[config.mk]
export PLATFORM = sky130hd
export DESIGN_NAME = i2c_joypad_target
export DESIGN_NICKNAME = d
export VERILOG_FILES = /design/src/rtl/i2c_joypad_target.sv
export SDC_FILE = /design/constraint.sdc
export NUM_CORES = 1
export LEC_CHECK = 0
export ABC_AREA = 1
export ABC_CLOCK_PERIOD_IN_PS = 3800
export BUFFER_PORTS_ARGS = -buffer_cell sky130_fd_sc_hd__buf_2
export CAP_MARGIN = 25
export CORE_MARGIN = 2
export CORE_UTILIZATION = 64
export CTS_BUF_LIST = sky130_fd_sc_hd__clkbuf_16
export CTS_CLUSTER_DIAMETER = 30
export DETAILED_ROUTE_END_ITERATION = 16
export GPL_TIMING_DRIVEN = 1
export PLACE_DENSITY = 0.95
export SETUP_SLACK_MARGIN = 0.15
export SKIP_CTS_REPAIR_TIMING = 1
export SLEW_MARGIN = 10
export SYNTH_ARGS = -nofsm -noshare
export SYNTH_HDL_FRONTEND = slang
export SYNTH_SLANG_ARGS = --single-unit
export TNS_END_PERCENT = 10
[constraint.sdc]
create_clock -name clk -period 3.8 [get_ports clk]
set_input_delay 0.76 -clock clk [delete_from_list [all_inputs] [get_ports clk]]
set_output_delay 0.76 -clock clk [all_outputs]
set_load 0.02 [all_outputs]
[src/rtl/i2c_joypad_target.sv]
`default_nettype none
// ============================================================================
//  Module   : i2c_joypad_target
//  Purpose  : I2C target emulating the joypad device. Serves a frozen
//             snapshot of the button state as a read-only byte file; a
//             one-byte write sets the register pointer, reads stream bytes
//             from the pointer with auto-increment and wrap.
//  Revision : 1.0  initial release
// ============================================================================
module i2c_joypad_target #(
    parameter logic [6:0] ADDR      = 7'h52,
    parameter int         NUM_BYTES = 2
) (
    input  logic                   clk,
    input  logic                   rst,
    input  logic                   scl_in,
    input  logic                   sda_in,
    output logic                   sda_out,
    input  logic [8*NUM_BYTES-1:0] buttons,
    output logic                   busy,
    output logic                   xfer_done
);

    localparam int                 c_ptr_w     = (NUM_BYTES > 1) ? $clog2(NUM_BYTES) : 1;
    localparam logic [7:0]         c_num_bytes = 8'(NUM_BYTES);
    localparam logic [c_ptr_w-1:0] c_ptr_last  = c_ptr_w'(NUM_BYTES - 1);

    typedef enum logic [2:0] {
        S_IDLE     = 3'd0,
        S_ADDR     = 3'd1,
        S_ACK_ADDR = 3'd2,
        S_WRITE    = 3'd3,
        S_ACK_WR   = 3'd4,
        S_READ     = 3'd5,
        S_MACK     = 3'd6
    } state_t;

    // ------------------------------------------------------------------
    // Input conditioning: [0],[1] synchronize, [2] holds the previous
    // synchronized level for edge detection.
    // ------------------------------------------------------------------
    logic [2:0] scl_sync_q;
    logic [2:0] sda_sync_q;

    // Two-flop synchronizers plus one edge-detect stage, preset to idle-high.
    always_ff @(posedge clk or posedge rst) begin
        if (rst) begin
            scl_sync_q <= 3'b111;
            sda_sync_q <= 3'b111;
        end else begin
            scl_sync_q <= {scl_sync_q[1:0], scl_in};
            sda_sync_q <= {sda_sync_q[1:0], sda_in};
        end
    end

    logic w_scl;
    logic w_sda;
    logic w_scl_rise;
    logic w_scl_fall;
    logic w_start;
    logic w_stop;

    assign w_scl      = scl_sync_q[1];
    assign w_sda      = sda_sync_q[1];
    assign w_scl_rise =  scl_sync_q[1] & ~scl_sync_q[2];
    assign w_scl_fall = ~scl_sync_q[1] &  scl_sync_q[2];
    // SCL must be high on both sides of the SDA edge to qualify as START/STOP.
    assign w_start    = w_scl & scl_sync_q[2] &  sda_sync_q[2] & ~sda_sync_q[1];
    assign w_stop     = w_scl & scl_sync_q[2] & ~sda_sync_q[2] &  sda_sync_q[1];

    // ------------------------------------------------------------------
    // Button bytes unpacked for indexed access.
    // ------------------------------------------------------------------
    logic [7:0] w_btn [NUM_BYTES];

    genvar gk;
    generate
        for (gk = 0; gk < NUM_BYTES; gk++) begin : g_unpack
            assign w_btn[gk] = buttons[8*gk +: 8];
        end
    endgenerate

    // ------------------------------------------------------------------
    // Protocol state
    // ------------------------------------------------------------------
    state_t             state_q;
    logic [3:0]         bit_cnt_q;
    logic [7:0]         shift_q;
    logic [7:0]         tx_q;
    logic               rw_q;
    logic               phase_q;   // ACK states: ACK driven; MACK: master ACKed
    logic [c_ptr_w-1:0] ptr_q;
    logic [7:0]         snap_q [NUM_BYTES];

    logic [7:0]         w_rx_byte;
    logic [7:0]         w_cur_byte;
    logic [c_ptr_w-1:0] w_wr_ptr;
    logic [c_ptr_w-1:0] w_ptr_inc;

    assign w_rx_byte  = {shift_q[6:0], w_sda};
    assign w_cur_byte = snap_q[ptr_q];
    assign w_wr_ptr   = c_ptr_w'(shift_q % c_num_bytes);
    assign w_ptr_inc  = (ptr_q == c_ptr_last) ? '0 : ptr_q + 1'b1;

    // Target protocol FSM with registered bus drive, busy and done pulse.
    always_ff @(posedge clk or posedge rst) begin
        if (rst) begin
            state_q   <= S_IDLE;
            bit_cnt_q <= 4'd0;
            shift_q   <= 8'd0;
            tx_q      <= 8'd0;
            rw_q      <= 1'b0;
            phase_q   <= 1'b0;
            ptr_q     <= '0;
            sda_out   <= 1'b1;
            busy      <= 1'b0;
            xfer_done <= 1'b0;
            for (int k = 0; k < NUM_BYTES; k++) begin
                snap_q[k] <= 8'd0;
            end
        end else begin
            xfer_done <= 1'b0;
            if (w_start) begin
                // Any START, repeated or not, restarts address reception.
                state_q   <= S_ADDR;
                bit_cnt_q <= 4'd0;
                phase_q   <= 1'b0;
                sda_out   <= 1'b1;
                busy      <= 1'b0;
            end else if (w_stop) begin
                state_q   <= S_IDLE;
                phase_q   <= 1'b0;
                sda_out   <= 1'b1;
                busy      <= 1'b0;
            end else begin
                case (state_q)
                    S_IDLE: begin
                        sda_out <= 1'b1;
                    end

                    S_ADDR: begin
                        if (w_scl_rise) begin
                            shift_q <= w_rx_byte;
                            if (bit_cnt_q == 4'd7) begin
                                bit_cnt_q <= 4'd0;
                                // shift_q[6:0] holds address bits; w_sda is R/W.
                                if (shift_q[6:0] == ADDR) begin
                                    state_q <= S_ACK_ADDR;
                                    rw_q    <= w_sda;
                                    phase_q <= 1'b0;
                                    for (int k = 0; k < NUM_BYTES; k++) begin
                                        snap_q[k] <= w_btn[k];
                                    end
                                end else begin
                                    state_q <= S_IDLE;
                                end
                            end else begin
                                bit_cnt_q <= bit_cnt_q + 4'd1;
                            end
                        end
                    end

                    S_ACK_ADDR, S_ACK_WR: begin
                        if (w_scl_fall) begin
                            if (!phase_q) begin
                                sda_out <= 1'b0;
                                busy    <= 1'b1;
                                phase_q <= 1'b1;
                            end else begin
                                phase_q   <= 1'b0;
                                bit_cnt_q <= 4'd0;
                                if (state_q == S_ACK_WR) begin
                                    sda_out   <= 1'b1;
                                    ptr_q     <= w_wr_ptr;
                                    xfer_done <= 1'b1;
                                    state_q   <= S_WRITE;
                                end else if (rw_q) begin
                                    // First data bit goes out on the ACK-ending edge.
                                    sda_out   <= w_cur_byte[7];
                                    tx_q      <= {w_cur_byte[6:0], 1'b0};
                                    bit_cnt_q <= 4'd1;
                                    state_q   <= S_READ;
                                end else begin
                                    sda_out <= 1'b1;
                                    state_q <= S_WRITE;
                                end
                            end
                        end
                    end

                    S_WRITE: begin
                        if (w_scl_rise) begin
                            shift_q <= w_rx_byte;
                            if (bit_cnt_q == 4'd7) begin
                                bit_cnt_q <= 4'd0;
                                phase_q   <= 1'b0;
                                state_q   <= S_ACK_WR;
                            end else begin
                                bit_cnt_q <= bit_cnt_q + 4'd1;
                            end
                        end
                    end

                    S_READ: begin
                        if (w_scl_fall) begin
                            if (bit_cnt_q == 4'd8) begin
                                // Hand SDA back to the master for its ACK/NACK.
                                sda_out <= 1'b1;
                                phase_q <= 1'b0;
                                state_q <= S_MACK;
                            end else begin
                                sda_out   <= tx_q[7];
                                tx_q      <= {tx_q[6:0], 1'b0};
                                bit_cnt_q <= bit_cnt_q + 4'd1;
                            end
                        end
                    end

                    S_MACK: begin
                        if (w_scl_rise && !phase_q) begin
                            xfer_done <= 1'b1;
                            ptr_q     <= w_ptr_inc;
                            if (w_sda) begin
                                state_q <= S_IDLE;
                                busy    <= 1'b0;
                            end else begin
                                phase_q <= 1'b1;
                            end
                        end else if (w_scl_fall && phase_q) begin
                            // ptr_q already advanced on the ACK rising edge.
                            sda_out   <= w_cur_byte[7];
                            tx_q      <= {w_cur_byte[6:0], 1'b0};
                            bit_cnt_q <= 4'd1;
                            phase_q   <= 1'b0;
                            state_q   <= S_READ;
                        end
                    end

                    default: begin
                        state_q <= S_IDLE;
                        sda_out <= 1'b1;
                        busy    <= 1'b0;
                    end
                endcase
            end
        end
    end

endmodule
`default_nettype wire

# Yosys cells after proc, flatten, opt, wreduce, memory -nomap -nowiden
# Index checks and enable logic that the tools add are counted.
word_totals:
  reg_bits: 50
  inputBits: 20
  wordCells: 186
  out_inout_bits: 3
op_classes:
  n_eq_ne: 47
  n_lt_le_gt_ge: 1
  n_reduce_logical: 20
  bitwise_logic: 14
  n_mux: 88
  n_addsub: 2
op_table:
  columns: ["op", "n"]
  rows:
  - ["two-way mux 8 bit", 11]
  - ["inequality test 4 bit (second input constant)", 14]
  - ["two-way mux 3 bit", 15]
  - ["two-way mux 1 bit", 43]
  - ["two-way mux 4 bit", 10]
  - ["AND reduction 11 bit", 3]
  - ["one-hot mux 8 bit (3 select lines)", 1]
  - ["inequality test 2 bit (second input constant)", 11]
  - ["inequality test 3 bit (second input constant)", 7]
  - ["one-hot mux 3 bit (6 select lines)", 1]
  - ["one-hot mux 4 bit (4 select lines)", 1]
  - ["inequality test 5 bit (second input constant)", 3]
  - ["AND reduction 5 bit", 2]
  - ["equality test 3 bit (second input constant)", 3]
  - ["inequality test 3 x 1 -> 1 bit (second input constant)", 3]
  - ["AND reduction 9 bit", 1]
  - ["AND 1 bit", 7]
  - ["equality test 7 bit (second input constant)", 1]
  - ["AND reduction 7 bit", 1]
  - ["nonzero test 7 bit", 1]
  - ["equality test 3 x 2 -> 1 bit (second input constant)", 2]
  - ["inverter 1 bit", 6]
  - ["AND reduction 6 bit", 1]
  - ["one-hot mux 1 bit (5 select lines)", 1]
  - ["20 further kinds", 23]

# Logic depth before layout (Yosys ltp)
logic_depth:
  word_depth: 11
  depth_mapped: 11
  mapped_depth_nobuf: 11

# Least setup slack after synthesis
# Ideal clock, no wire load.
synth_timing:
  path_type: "reg2reg"
  start: "reg sda_sync_q[1]"
  end: "reg state_q[0]"
  setup_time_ns: 0.117
  t_required_ns: 3.683
  path_slack_ns: 2.240
  path_buffers: 0
  t_arrival_ns: 1.443
  path_stages_with_launch: 12
  period_less_slack_ns: 1.560
  cell_sequence: "dfstp_2 inv_1 nor2_1 nand2_1 nand2_1 inv_2 nand2_1 nand2_1 nor2_2 nand2_1 nand2_1 nand2_1"
synth_between:
  elab_chain_len: 4
  elab_cells_between_ends: 17
  classes_between: "eq/ne (11); mux (2); bitwise (3); reduce/logical (1)"
synth_rtl:
  columns: ["element", "line", "text"]
  rows:
  - ["start, declared", "43", "logic [2:0] sda_sync_q;"]
  - ["start signal, assigned", "52", "sda_sync_q <= {sda_sync_q[1:0], sda_in};"]
  - ["inverter 1 bit", "68", "assign w_start = w_scl & scl_sync_q[2] & sda_sync_q[2] & ~sda_sync_q[1];"]
  - ["AND 1 bit", "68", null]
  - ["inequality test 5 bit (no line), or another cell as far along", null, null]
  - ["AND reduction 11 bit (no line)", null, null]
  - ["end signal, assigned", "108", "state_q <= S_IDLE;"]
  - ["end signal, assigned", "125", "state_q <= S_ADDR;"]
  - ["end signal, assigned", "131", "state_q <= S_IDLE;"]
  - ["end, declared", "86", "state_t state_q;"]
# Parallel ways exist; a longest one is shown, timed or not.
# A chain may end at the register's enable or synchronous reset.

# Worst setup path after layout
layout_timing:
  start: "reg sda_sync_q[1]"
  end: "reg snap_q[6] in the netlist's numbering"
layout_between:
  elab_chain_len: 4
  elab_cells_between_ends: 6
  classes_between: "bitwise (5); reduce/logical (1)"
layout_rtl:
  columns: ["element", "line", "text"]
  rows:
  - ["inverter 1 bit", "68", null]
  - ["AND 1 bit", "68", null]
  - ["inverter 1 bit (no line)", null, null]
  - ["AND reduction 6 bit (no line) (*)", null, null]
  - ["end signal, assigned by index", "152", "snap_q[k] <= w_btn[k];"]
  - ["end, declared", "93", "logic [7:0] snap_q [NUM_BYTES];"]
# Mark *: on every way between the ends. The rest lies on a longest branch, timed or not.

==> metrics.txt <==
Critical-path top delay cell dfstp_2; DRT Wirelength 6000 um; DRT iter0 DRCs 226; nets@finish 414; Die ar. between 0.004 and 0.005 mm2; FMAX 0.438 GHz; final core occ 73.9%; largest net degree at the start of global routing 50; async set-or-reset flop fraction in the synthesized netlist 100%; Port Buffers 22; share of cells above drive strength 1 15.0%; CTS tree built; initial antenna violation count 0; required time of the critical path 3.96 ns; Cells after Synth approximately 370; CP Capture Type register; Slew @ Worst Pin slightly below 0.5 ns; Mapped Area 0.00272 mm2; vias after detailed routing 2414; Clk pin slew, worst setup/hold paths around 0.060 ns; Worst VDD drop about 0.33 mV; placed inst area approximately 0.0028 mm2; vias per inst 5.45; Mean Syn Cell Area around 7.3 um2; dpl hpwl 4360 um; Netlist cell types 31; first-pass iteration count of the detailed router 5; R2R Setup Slk 1.52 ns; crit share post-route around 60%; crit-path max cell delay 0.55 ns; Synth Net Count 395; number of global-route vias before repair 2160; Residual DRC 0; core area 0.00406 mm2; RSZ-0062 raised after global routing no; Slew headroom 67.7%; Ys Warns 0; Power Dens Cells 387 mW/mm2; Critical Path AT 2.44 ns; H-tree lvl count 2; Min Clock Period, post-route around 2.3 ns; ANT nets after route 0; Num CTS Buffers 5; Total GRT Usage 26.1%; Critical Path Fanout Max 34; wire per inst 13.5 um; clk_skew 0.00550 ns; Row Count 23; startpoint types register; Worst-Skew Late Latency 0.29 ns; Sink Count 49; max-slew violations 0; Pleak 0.00155 uW; Fin. Hold Viols 0; first-pass GRT wire length slightly above 10000 um; ant diodes 0; CP Class register to register; Finish-stage setup viols 0; GPL Wtd Cong 0.935; crit-path cells inv_1 -> nand3_1 -> nand2_1 -> inv_2 -> nand4_4 -> nor2_1 -> a21oi_1; status finished clean; I/O pin total 23; #FFs+latches synth between 40 and 50; Area Overhead vs Synth 10.2%; Starting Density 67.1%; max_cap viols 0; Die W approximately 69 um; worst min path class register to register; Final TNS setup 0 ns; Worst path top cell family by delay simple AND/OR/NAND/NOR gates; ys flop type dfrtp_1; register area share after synthesis 45.4%; CP bufs+invs 2; die extent in y 69.2 um; clock tree root driver cell clkbuf_16; Final Cell Area around 0.003 mm2; Clock Tree Buf Depth 2; EDFF count, synth 0; Congestion Overflow GR 0
worst register-to-register path: stages, from the launching register on:
cell and delay, ns:
dfstp_2 0.55, inv_1 0.09, nand3_1 0.39, nand2_1 0.20
inv_2 0.22, nand4_4 0.40, nor2_1 0.25, a21oi_1 0.06
kinds of logic (layout without fill, tap and decap cells):
family	Yosys count	in the layout	synth area share (%)
xor gates and xnor gates	1	1	0.322
DFF	49	49	45.4
buffers and inverters	50	70	7.77
AOI/OAI and AO/OA	50	50	9.75
adders and majority gates	2	2	0.919
and+or+nand+nor	218	218	34.6
muxes	3	3	1.24
area by class of cell:
type,instances,area (um2)
Clock buffer,5,125
Clock inverter,3,21.3
Fill cell,319,1060
Inverter,39,149
Multi-Input combinational cell,274,1270
Sequential cell,49,1230
Tap cell,50,62.6
Timing Repair Buffer,23,130
per-stage QoR:
| stage | power (uW) | hold slack (ns) | std cells | setup slack [ns] |
|---|---|---|---|---|
| floorplan | 691 | 0.345 | 373 | 1.88 |
| global placement | 726 | 0.345 | 434 | 1.66 |
| detailed placement | 732 | 0.349 | 434 | 1.55 |
| CTS | 1170 | 0.358 | 442 | 1.53 |
| global route | 1220 | 0.359 | 443 | 1.25 |
| finish | 1160 | 0.358 | 443 | 1.52 |
cell usage in the layout (no fill, tap or decap), drive strengths merged:
master    Yosys  layout
buf           8      23
dfstp         7       7
and2          1       1
nand3        31      31
nand3b        3       3
clkbuf        3       5
a21oi        25      25
mux2          3       3
nor3          4       4
clkinv        0       1
clkinvlp      0       1
inv          39      40
ha            2       2
o21ai        24      24
nor2         56      56
dfrtp        42      42
o2111ai       1       1
nand4         3       3
and3          1       1
nand2       119     119
xor2          1       1
where the power goes:
group | internal, uW | switching [uW]
clock network | 245 | 190
logic | 49.1 | 85.6
registers | 565 | 27.3
per-layer routing:
metal	vias to the layer above	wire length [um]	global-route usage [%]
met3	12	323	3.92
met5	-	0	0
met2	93	2830	41.7
met4	0	100	8.71
li1	1220	-	-
met1	1089	2750	36.7
synth_stat cells (3+ instances only):
cell        n  area, um2
nand2_1   116        435
nor2_1     51        191
dfrtp_1    42       1050
inv_1      35        131
nand3_1    31        155
a21oi_1    25        125
o21ai_0    20        100
dfstp_2     7        184
buf_2       5       25.0
nor2_2      4       25.0
clkbuf_1    3       11.3
inv_2       3       11.3
mux2_2      3       33.8
nand3b_1    3       22.5
nor3_1      3       15.0
o21ai_2     3       26.3
flip-flops by register name (all words and copies together) (netlist names):
| register | flops |
|---|---|
| phase_q | 1 |
| bit_cnt_q | 4 |
| shift_q | 7 |
| sda_out | 1 |
| tx_q | 7 |
| rw_q | 1 |
| xfer_done | 1 |
| snap_q | 16 |
| busy | 1 |
| ptr_q | 1 |
| sda_sync_q | 3 |
| state_q | 3 |
| scl_sync_q | 3 |
path summary, 6_finish.rpt:
check                                    from       endpoint  cells after the start
worst max-delay path            sda_sync_q[1]      snap_q[6]                      7
worst min-delay path            sda_sync_q[0]  sda_sync_q[1]                      0
worst max register to register  sda_sync_q[1]      snap_q[6]                      7
worst min register to register  sda_sync_q[0]  sda_sync_q[1]                      0
max in group asynchronous                 rst  sda_sync_q[2]                      3
min in group asynchronous                 rst     shift_q[4]                      2
(Power assumes the default switching activity.)
